`src/rtl/stats_drain_if.sv`:
```
// stats_drain_if: TX word handshake between the stats drain and the UART.
//   tx_word  : word offered to the UART, held while tx_valid is high
//   tx_valid : tx_word is valid
//   tx_ack   : UART accepted tx_word (meaningful only with tx_valid)
interface stats_drain_if #(parameter int WIDTH = 16);
    logic [WIDTH-1:0] tx_word;
    logic             tx_valid;
    logic             tx_ack;
    modport master (output tx_word, tx_valid, input tx_ack);
    modport slave  (input tx_word, tx_valid, output tx_ack);
endinterface

```
`src/rtl/stats_drain.sv`:
```
// stats_drain: drains the stats shift chain to the UART as header, data words, checksum.
//   clock, reset : system clock, asynchronous active-high reset
//   enable       : low freezes the block (stats_shift/done forced low)
//   start        : drain request
//   stats_word   : head of the stats chain; stats_shift advances it
//   tx           : TX word handshake (master side)
//   busy         : not idle; done: pulse after trailer accepted
//   error        : sticky, start seen while busy
module stats_drain #(
    parameter int               WIDTH       = 16,
    parameter int               NUM_WORDS   = 64,
    parameter int               CNT_W       = 10,
    parameter logic [WIDTH-1:0] HEADER_WORD = 16'hD5A7
) (
    input  logic             clock,
    input  logic             reset,
    input  logic             enable,
    input  logic             start,
    input  logic [WIDTH-1:0] stats_word,
    output logic             stats_shift,
    output logic             busy,
    output logic             done,
    output logic             error,
    stats_drain_if.master    tx
);
    typedef enum logic [2:0] {IDLE, HSEND, LOAD, SEND, WAIT, CSEND} state_t;

    state_t           state_q, state_d;
    logic [WIDTH-1:0] word_q, word_d, sum_q, sum_d;
    logic [CNT_W-1:0] cnt_q, cnt_d;
    logic             valid_q, valid_d, shift_q, shift_d;
    logic             busy_q, busy_d, done_q, done_d, error_q, error_d;

    always_comb begin
        state_d = state_q;
        word_d  = word_q;
        sum_d   = sum_q;
        cnt_d   = cnt_q;
        valid_d = valid_q;
        error_d = error_q;
        shift_d = 1'b0;
        done_d  = 1'b0;
        if (enable) begin
            // a start that arrives while any drain is in flight only flags an error
            if (start && state_q != IDLE)
                error_d = 1'b1;
            case (state_q)
                IDLE: if (start) begin
                    word_d  = HEADER_WORD;
                    valid_d = 1'b1;
                    sum_d   = '0;
                    cnt_d   = '0;
                    error_d = 1'b0;
                    state_d = HSEND;
                end
                HSEND: if (tx.tx_ack) begin
                    valid_d = 1'b0;
                    state_d = LOAD;
                end
                LOAD: begin
                    word_d  = stats_word;
                    valid_d = 1'b1;
                    sum_d   = sum_q + stats_word;
                    state_d = SEND;
                end
                SEND: if (tx.tx_ack) begin
                    valid_d = 1'b0;
                    shift_d = 1'b1;
                    cnt_d   = cnt_q + 1'b1;
                    state_d = WAIT;
                end
                // one idle cycle lets the chain settle after the shift pulse
                WAIT: if (cnt_q == CNT_W'(NUM_WORDS)) begin
                    word_d  = sum_q;
                    valid_d = 1'b1;
                    state_d = CSEND;
                end else begin
                    state_d = LOAD;
                end
                CSEND: if (tx.tx_ack) begin
                    valid_d = 1'b0;
                    done_d  = 1'b1;
                    state_d = IDLE;
                end
                default: state_d = IDLE;
            endcase
        end
        busy_d = state_d != IDLE;
    end

    always_ff @(posedge clock or posedge reset) begin
        if (reset) begin
            state_q <= IDLE;
            word_q  <= '0;
            sum_q   <= '0;
            cnt_q   <= '0;
            valid_q <= 1'b0;
            shift_q <= 1'b0;
            busy_q  <= 1'b0;
            done_q  <= 1'b0;
            error_q <= 1'b0;
        end else begin
            state_q <= state_d;
            word_q  <= word_d;
            sum_q   <= sum_d;
            cnt_q   <= cnt_d;
            valid_q <= valid_d;
            shift_q <= shift_d;
            busy_q  <= busy_d;
            done_q  <= done_d;
            error_q <= error_d;
        end
    end

    assign tx.tx_word   = word_q;
    assign tx.tx_valid  = valid_q;
    assign stats_shift  = shift_q;
    assign busy         = busy_q;
    assign done         = done_q;
    assign error        = error_q;
endmodule

```
`src/flat_wrapper.sv`:
```
// flat-port wrapper written by rule: the top's interface ports become plain ports
module stats_drain_flat 
#(
    parameter int               WIDTH       = 16,
    parameter int               NUM_WORDS   = 64,
    parameter int               CNT_W       = 10,
    parameter logic [WIDTH-1:0] HEADER_WORD = 16'hD5A7
)
  (clock, reset, enable, start, stats_word, stats_shift, busy, done, error, tx_tx_word, tx_tx_valid, tx_tx_ack);
  stats_drain_if #(.WIDTH(WIDTH)) tx_i ();
  input  logic clock;
  input  logic reset;
  input  logic enable;
  input  logic start;
  input  logic [WIDTH-1:0] stats_word;
  output logic stats_shift;
  output logic busy;
  output logic done;
  output logic error;
  output wire logic [$bits(tx_i.tx_word)-1:0] tx_tx_word;
  output wire logic [$bits(tx_i.tx_valid)-1:0] tx_tx_valid;
  input wire logic [$bits(tx_i.tx_ack)-1:0] tx_tx_ack;
  assign tx_tx_word = tx_i.tx_word;
  assign tx_tx_valid = tx_i.tx_valid;
  assign tx_i.tx_ack = tx_tx_ack;
  stats_drain #(.WIDTH(WIDTH), .NUM_WORDS(NUM_WORDS), .CNT_W(CNT_W), .HEADER_WORD(HEADER_WORD)) u_core (.clock(clock), .reset(reset), .enable(enable), .start(start), .stats_word(stats_word), .stats_shift(stats_shift), .busy(busy), .done(done), .error(error), .tx(tx_i));
endmodule
```
`config.mk`:
```
export PLATFORM = sky130hd
export DESIGN_NAME = stats_drain_flat
export DESIGN_NICKNAME = d
export VERILOG_FILES = /design/src/rtl/stats_drain_if.sv /design/src/rtl/stats_drain.sv /design/src/flat_wrapper.sv
export SDC_FILE = /design/constraint.sdc
export NUM_CORES = 1
export LEC_CHECK = 0
export ABC_AREA = 1
export BUFFER_PORTS_ARGS = -buffer_cell sky130_fd_sc_hd__buf_2
export CORE_ASPECT_RATIO = 1.1
export CORE_UTILIZATION = 50
export DETAILED_ROUTE_END_ITERATION = 10
export GPL_TIMING_DRIVEN = 0
export PLACE_DENSITY_LB_ADDON = 0.3
export SYNTH_ARGS = -nofsm -noshare
export SYNTH_HDL_FRONTEND = slang
export SYNTH_SLANG_ARGS = --single-unit
```
`constraint.sdc`:
```
create_clock -name clock -period 1.68 [get_ports clock]
set_input_delay 0.504 -clock clock [delete_from_list [all_inputs] [get_ports clock]]
set_output_delay 0.504 -clock clock [all_outputs]
set_load 0.01 [all_outputs]
```
==> results.toml, run 1 <==
[run_status]
run_status = "complete, but fails checks"
violations = "negative setup slack"

[power_and_ir_drop]
internal-power_mw = 3.55
seqPwrFrac = 0.308
combPwrFrac = 0.574
leakage_nw = 2.25
swShare = 0.457
switchingPower_mw = 2.99
clock_power_share = 0.119
p_per_area_nw_per_um2 = 1490
vdd_drop_max_uv = 715

[synth]
synth_area_um2 = 3420
synth_cells = 481
synth_largest_area_cell = "dfrtp_1"
synth_warnings = 0
syn_nets = 520
synth_seq_cells = 50
synth.top_cell.area_share = 0.366
synth.distinct_cells = 33
syn_area_per_cell_um2 = 7.10
ys_top_cells_by_area = "dfrtp_1, nand2_1, inv_1, ha_1, o21ai_0"
synth-seq-area-share = 0.366

[floorplan]
die_h_um = 88.7
io_pins = 42
dieArea_um2 = 7170
core_area_um2 = 6590
fp.dieW_um = 80.8
initial_core_util = 0.518
rows = 31

[worst_hold_path]
min_path_type = "primary input to flop"
hp-start = "start"
hold_path_depth = 2

[critical_path]
start_kind = "flop"
end_kind = "flop"
critPathKind = "flop to flop"
crit_path_max_fanout = 3
worst-r2r-setup-slack_ns = -0.03
r2r-end = "u_core.sum_q[12]$_DFFE_PP0P_"
worstPathRequired_ns = 1.88
r2r_start = "u_core.sum_q[0]$_DFFE_PP0P_"
cp.arrival_ns = 1.91
r2r.worst_path.cells = 9

[routing]
drt_iter0_markers = 188
drt_pass1_iterations = 5
routedWlPerCell_um = 14.8
postRouteWirelength_um = 9310
vias_per_cell = 5.48
ant_nets = 0
vias = 3455
drcViolationCount = 0

[sta]
timing.slew.headroom = 0.229
drv_slew = 0
final.min_clock_period_ns = 1.71
worst_slack_ns = -0.0312
holdWs_ns = 0.427
tightest_slew_ns = 1.15
skew_ns = 0.00563
grt_setup_unrepaired = "true"
max_freq_mhz = 584
post-route-period-util = 1.02
hold_viol_final = 0
setup_viol = 2
tns_ns = -0.0463

[global_route]
grt_overflow = 0
grt_pass1_vias = 3163
grt.total_usage = 0.265
antenna_found_initial = 0
grt_pass1_wl_um = 14500
grt_max_degree = 51

[final_layout]
instances_no_fill = 630
area_growth_pct = 28.0
antenna_cells = 0
layout_common_cells = "nand2_1, inv_1, dfrtp_1, buf_2, nor2_1"
fin_util = 0.664
nets = 586
layout_commonest_cell = "nand2_1"
drive_gt1_frac = 0.299
fin_area_um2 = 4380

[clock_tree]
clk_latency_ns = 0.31
cts.clk_slew.worst_paths_ns = 0.10
cts_made_buffers = 5
cts_buffer_depth = 2
cts_htree_levels = 2
root_buffer = "clkbuf_8"
cts_tree = "built"
clkSinkCount = 50

[placed_design]
dp.cells = 603
portBuffers = 40
dp_hpwl_um = 6160
place.gp.congestion = 0.920
place_area_um2 = 3730

[flow_run]
maxCapViolations = 0
==> critical path: stages, from the launching register on <==
cell,delay [ns]
dfrtp_1,0.42
ha_4,0.17
fa_2,0.35
nand2_2,0.10
nand2_2,0.06
and2_4,0.18
nand3_2,0.08
nand4_1,0.09
nand3_1,0.11
nand2_1,0.06
==> what timing repair did <==
item                                    4_1_cts  5_1_grt
setup buffers                                14        3
hold buffers                                  0        0
gates resized for setup                      29       55
endpoints found under the setup margin       28       40
gates cloned                                  2        1
pin swaps                                     9       20
==> how the worst max path moves through the flow <==
stage                                            from                                to  slack, ns
after detailed placement                       enable       u_core.sum_q[8]$_DFFE_PP0P_      -0.38
after global placement                         enable       u_core.sum_q[8]$_DFFE_PP0P_      -0.29
final                     u_core.sum_q[0]$_DFFE_PP0P_      u_core.sum_q[12]$_DFFE_PP0P_      -0.03
after CTS                 u_core.cnt_q[0]$_DFFE_PP0P_  u_core.tx.tx_word[0]$_DFFE_PP0P_      -0.05
after global routing      u_core.sum_q[0]$_DFFE_PP0P_      u_core.sum_q[12]$_DFFE_PP0P_      -0.15
after floorplan                         stats_word[0]       u_core.sum_q[8]$_DFFE_PP0P_     -0.006
==> synthesized netlist by cell type, drive strengths merged <==
library cell  instances
fa                    1
nand2               148
o22ai                 2
nor2                 33
o21ai                47
and2                  1
o21bai                1
clkbuf                1
nand3                27
dfrtp                50
nor3                  9
xor2                  4
a22o                  3
a21oi                19
inv                  82
nand4                10
or2                   6
a21o                  1
a31oi                 1
xnor2                 1
a211oi                6
buf                   8
ha                   17
nand3b                3
==> registers in the layout (all words and copies together) (netlist names), named ones only <==
signal and cells:
u_core.tx.tx_valid 1, u_core.sum_q 16, u_core.done 1, u_core.tx.tx_word 16, u_core.stats_shift 1, u_core.cnt_q 10
u_core.state_q 3, u_core.busy 1
==> cell families after synthesis <==
| kind of cell | synth area share |
|---|---|
| DFF | 0.366 |
| and+or+nand+nor | 0.298 |
| AOI/OAI and AO/OA | 0.144 |
| adders and majority gates | 0.0681 |
| xor gates and xnor gates | 0.0128 |
| buffers and inverters | 0.111 |
==> power by group through the flow <==
stage          clock (mW)  combinational [mW]  sequential, mW
2_1_floorplan           0                2.07            1.98
3_3_place_gp            0                2.85            1.91
3_5_place_dp            0                2.94            1.92
4_1_cts             0.779                3.25            1.91
5_1_grt             0.837                4.15            2.06
6_report            0.775                3.75            2.01
==> per-stage QoR <==
stage | total power [mW] | setup WS [ns]
floorplan | 4.05 | -0.00590
CTS | 5.94 | -0.0493
detailed placement | 4.86 | -0.377
global route | 7.05 | -0.147
global placement | 4.77 | -0.286
finish | 6.53 | -0.0312
==> area by class of cell <==
class	instances	area, um2
Buffer	9	95.1
Tap cell	82	103
Fill cell	538	2220
Clock buffer	6	82.6
Sequential cell	50	1250
Clock inverter	2	12.5
Inverter	82	312
Timing Repair Buffer	59	400
Multi-Input combinational cell	340	2120
==> routing by layer <==
layer  wire [um]  global-route usage
met1        3890               0.317
met2        4830               0.477
met3         370              0.0309
met4         216               0.112
met5           0                   0
Note: power is estimated with default switching activity, not from simulation.
==> run 2: changes to the inputs <==
--- a/config.mk
+++ b/config.mk
@@ -9,9 +9,11 @@
 export BUFFER_PORTS_ARGS = -buffer_cell sky130_fd_sc_hd__buf_2
 export CORE_ASPECT_RATIO = 1.1
 export CORE_UTILIZATION = 50
+export CTS_BUF_LIST = sky130_fd_sc_hd__clkbuf_8
 export DETAILED_ROUTE_END_ITERATION = 10
 export GPL_TIMING_DRIVEN = 0
 export PLACE_DENSITY_LB_ADDON = 0.3
+export REMOVE_ABC_BUFFERS = 1
 export SYNTH_ARGS = -nofsm -noshare
 export SYNTH_HDL_FRONTEND = slang
 export SYNTH_SLANG_ARGS = --single-unit
==> results.toml, run 2 (same netlist as run 1, synthesis figures left out) <==
[run_status]
run_status = "complete, but fails checks"
violations = "negative setup slack"

[global_route]
grt_overflow = 0
grt.total_usage = 0.252
grt_max_degree = 37
antenna_found_initial = 0
grt_pass1_vias = 3048
grt_pass1_wl_um = 13800

[placed_design]
dp_hpwl_um = 5750
portBuffers = 41
place.gp.congestion = 0.942
dp.cells = 596

[final_layout]
area_growth_pct = 29.8
nets = 582
layout_commonest_cell = "nand2_1"
fin_util = 0.673
layout_common_cells = "nand2_1, inv_1, dfrtp_1, buf_2"
drive_gt1_frac = 0.313
instances_no_fill = 626
antenna_cells = 0
fillers = 551

[critical_path]
path_cells = "ha_4 > fa_2 > nand2_2 > nand2_2 > and2_4 > a21oi_4 > nand2_1 > nand2_1 > o21ai_1"
start_kind = "flop"
worst-r2r-setup-slack_ns = -0.04
r2r_start = "u_core.sum_q[0]$_DFFE_PP0P_"
critPathKind = "flop to flop"
cp.arrival_ns = 1.92
critical-path-max-stage-delay_ns = 0.42
worstPathRequired_ns = 1.89
end_kind = "flop"
crit_path_max_fanout = 3
cp_slowest_cell = "dfrtp_1"
r2r.worst_path.cells = 9
r2r-end = "u_core.sum_q[8]$_DFFE_PP0P_"

[routing]
vias_per_cell = 5.38
drcViolationCount = 0
drt_pass1_iterations = 4
vias = 3368
postRouteWirelength_um = 9530
drt_iter0_markers = 191
ant_nets = 0
routedWlPerCell_um = 15.2

[sta]
final.min_clock_period_ns = 1.72
timing.slew.headroom = 0.721
tightest_slew_ns = 0.417
drv_slew = 0
max_freq_mhz = 583
hold_viol_final = 0
setup_viol = 4
skew_ns = 0.00436
post-route-period-util = 1.02
holdWs_ns = 0.154
grt_setup_unrepaired = "true"
worst_slack_ns = -0.0366

[clock_tree]
cts_hold_buf = 0
cts.clk_slew.worst_paths_ns = 0.10
cts_made_buffers = 5
root_buffer = "clkbuf_8"
cts_buffer_depth = 2
clk_latency_ns = 0.31
cts_htree_levels = 2
clkSinkCount = 50
cts_tree = "built"

[power_and_ir_drop]
switchingPower_mw = 3.11
clock_power_share = 0.129
p_per_area_nw_per_um2 = 1540
internal-power_mw = 3.70
swShare = 0.457
vdd_drop_max_uv = 824
leakage_nw = 2.22
combPwrFrac = 0.574
seqPwrFrac = 0.297

[worst_hold_path]
min_path_type = "primary input to asynchronous set/reset pin"

[floorplan]
rows = 31
dieArea_um2 = 7170
io_pins = 42
initial_core_util = 0.518
fp.dieW_um = 80.8
core_area_um2 = 6590
die_h_um = 88.7

[flow_run]
maxCapViolations = 0
[run 2: changes by cell type in the layout (fill, tap and decap cells not counted), sizes merged]
cell    before  now
buf         65   60
bufinv       0    1
clkbuf       9    7
clkinv       1    2
nand4       10   11
[run 2: routing by layer]
metal	vias to the layer above	part of all wire	GRT usage
met1	1585	0.41	0.302
met5	-	0	0
met3	32	0.045	0.0361
met2	91	0.51	0.455
met4	0	0.035	0.0909
li1	1660	-	-
[run 2: critical path, delay by kind of cell, from the launching register on]
family | cells | cell delay [ns]
adder cells (fa/ha/maj) | 2 | 0.53
AND/OR/NAND/NOR | 5 | 0.48
flip-flops | 1 | 0.42
AO/OA/AOI/OAI | 2 | 0.18
[run 2: worst max path at each step]
stage,startpoint,to,slack (ns),cells past startpoint
final,u_core.sum_q[0]$_DFFE_PP0P_,u_core.sum_q[8]$_DFFE_PP0P_,-0.04,9
after global routing,u_core.sum_q[0]$_DFFE_PP0P_,u_core.sum_q[8]$_DFFE_PP0P_,-0.11,9
after CTS,u_core.sum_q[0]$_DFFE_PP0P_,u_core.sum_q[14]$_DFFE_PP0P_,-0.0001,10
after detailed placement,enable,u_core.sum_q[6]$_DFFE_PP0P_,-0.67,7
after global placement,reset,u_core.sum_q[11]$_DFFE_PP0P_,-0.74,2
after floorplan,stats_word[0],u_core.sum_q[8]$_DFFE_PP0P_,-0.13,9
[run 2: final cells by class]
type	instances	area, um2	share of cell area
Timing Repair Buffer	62	448	0.101
Sequential cell	50	1250	0.282
Multi-Input combinational cell	341	2200	0.496
Clock inverter	3	40.0	0.00902
Clock buffer	5	68.8	0.0155
Inverter	82	317	0.0713
Tap cell	82	103	0.0231
Timing Repair inverter	1	7.51	0.00169
[run 2: what timing repair did]
action,4_1_cts,5_1_grt
resized for setup,20,79
pin swaps,9,19
gates cloned,2,2
setup endpoints to repair,34,41
setup buffers,9,9
[run 2: power by group through the flow]
stage / Sequential [mW] / Clock [mW] / Combinational [mW]
finish: 2.02 / 0.879 / 3.91
global route: 2.07 / 0.929 / 4.29
CTS: 1.88 / 0.890 / 3.12
detailed placement: 1.92 / 0 / 2.79
global placement: 1.89 / 0 / 2.70
floorplan: 1.98 / 0 / 1.95
[run 2: metrics by stage]
| step | setup TNS, ns | instance area (um2) | setup WS [ns] | total power [mW] |
|---|---|---|---|---|
| 2_1_floorplan | -2.95 | 3350 | -0.131 | 3.93 |
| 3_3_place_gp | -49.10 | 3650 | -0.742 | 4.59 |
| 3_5_place_dp | -13.89 | 3670 | -0.674 | 4.71 |
| 4_1_cts | -0.000113 | 3950 | -0.000113 | 5.90 |
| 5_1_grt | -1.51 | 4440 | -0.114 | 7.29 |
| 6_report | -0.0577 | 4440 | -0.0366 | 6.81 |
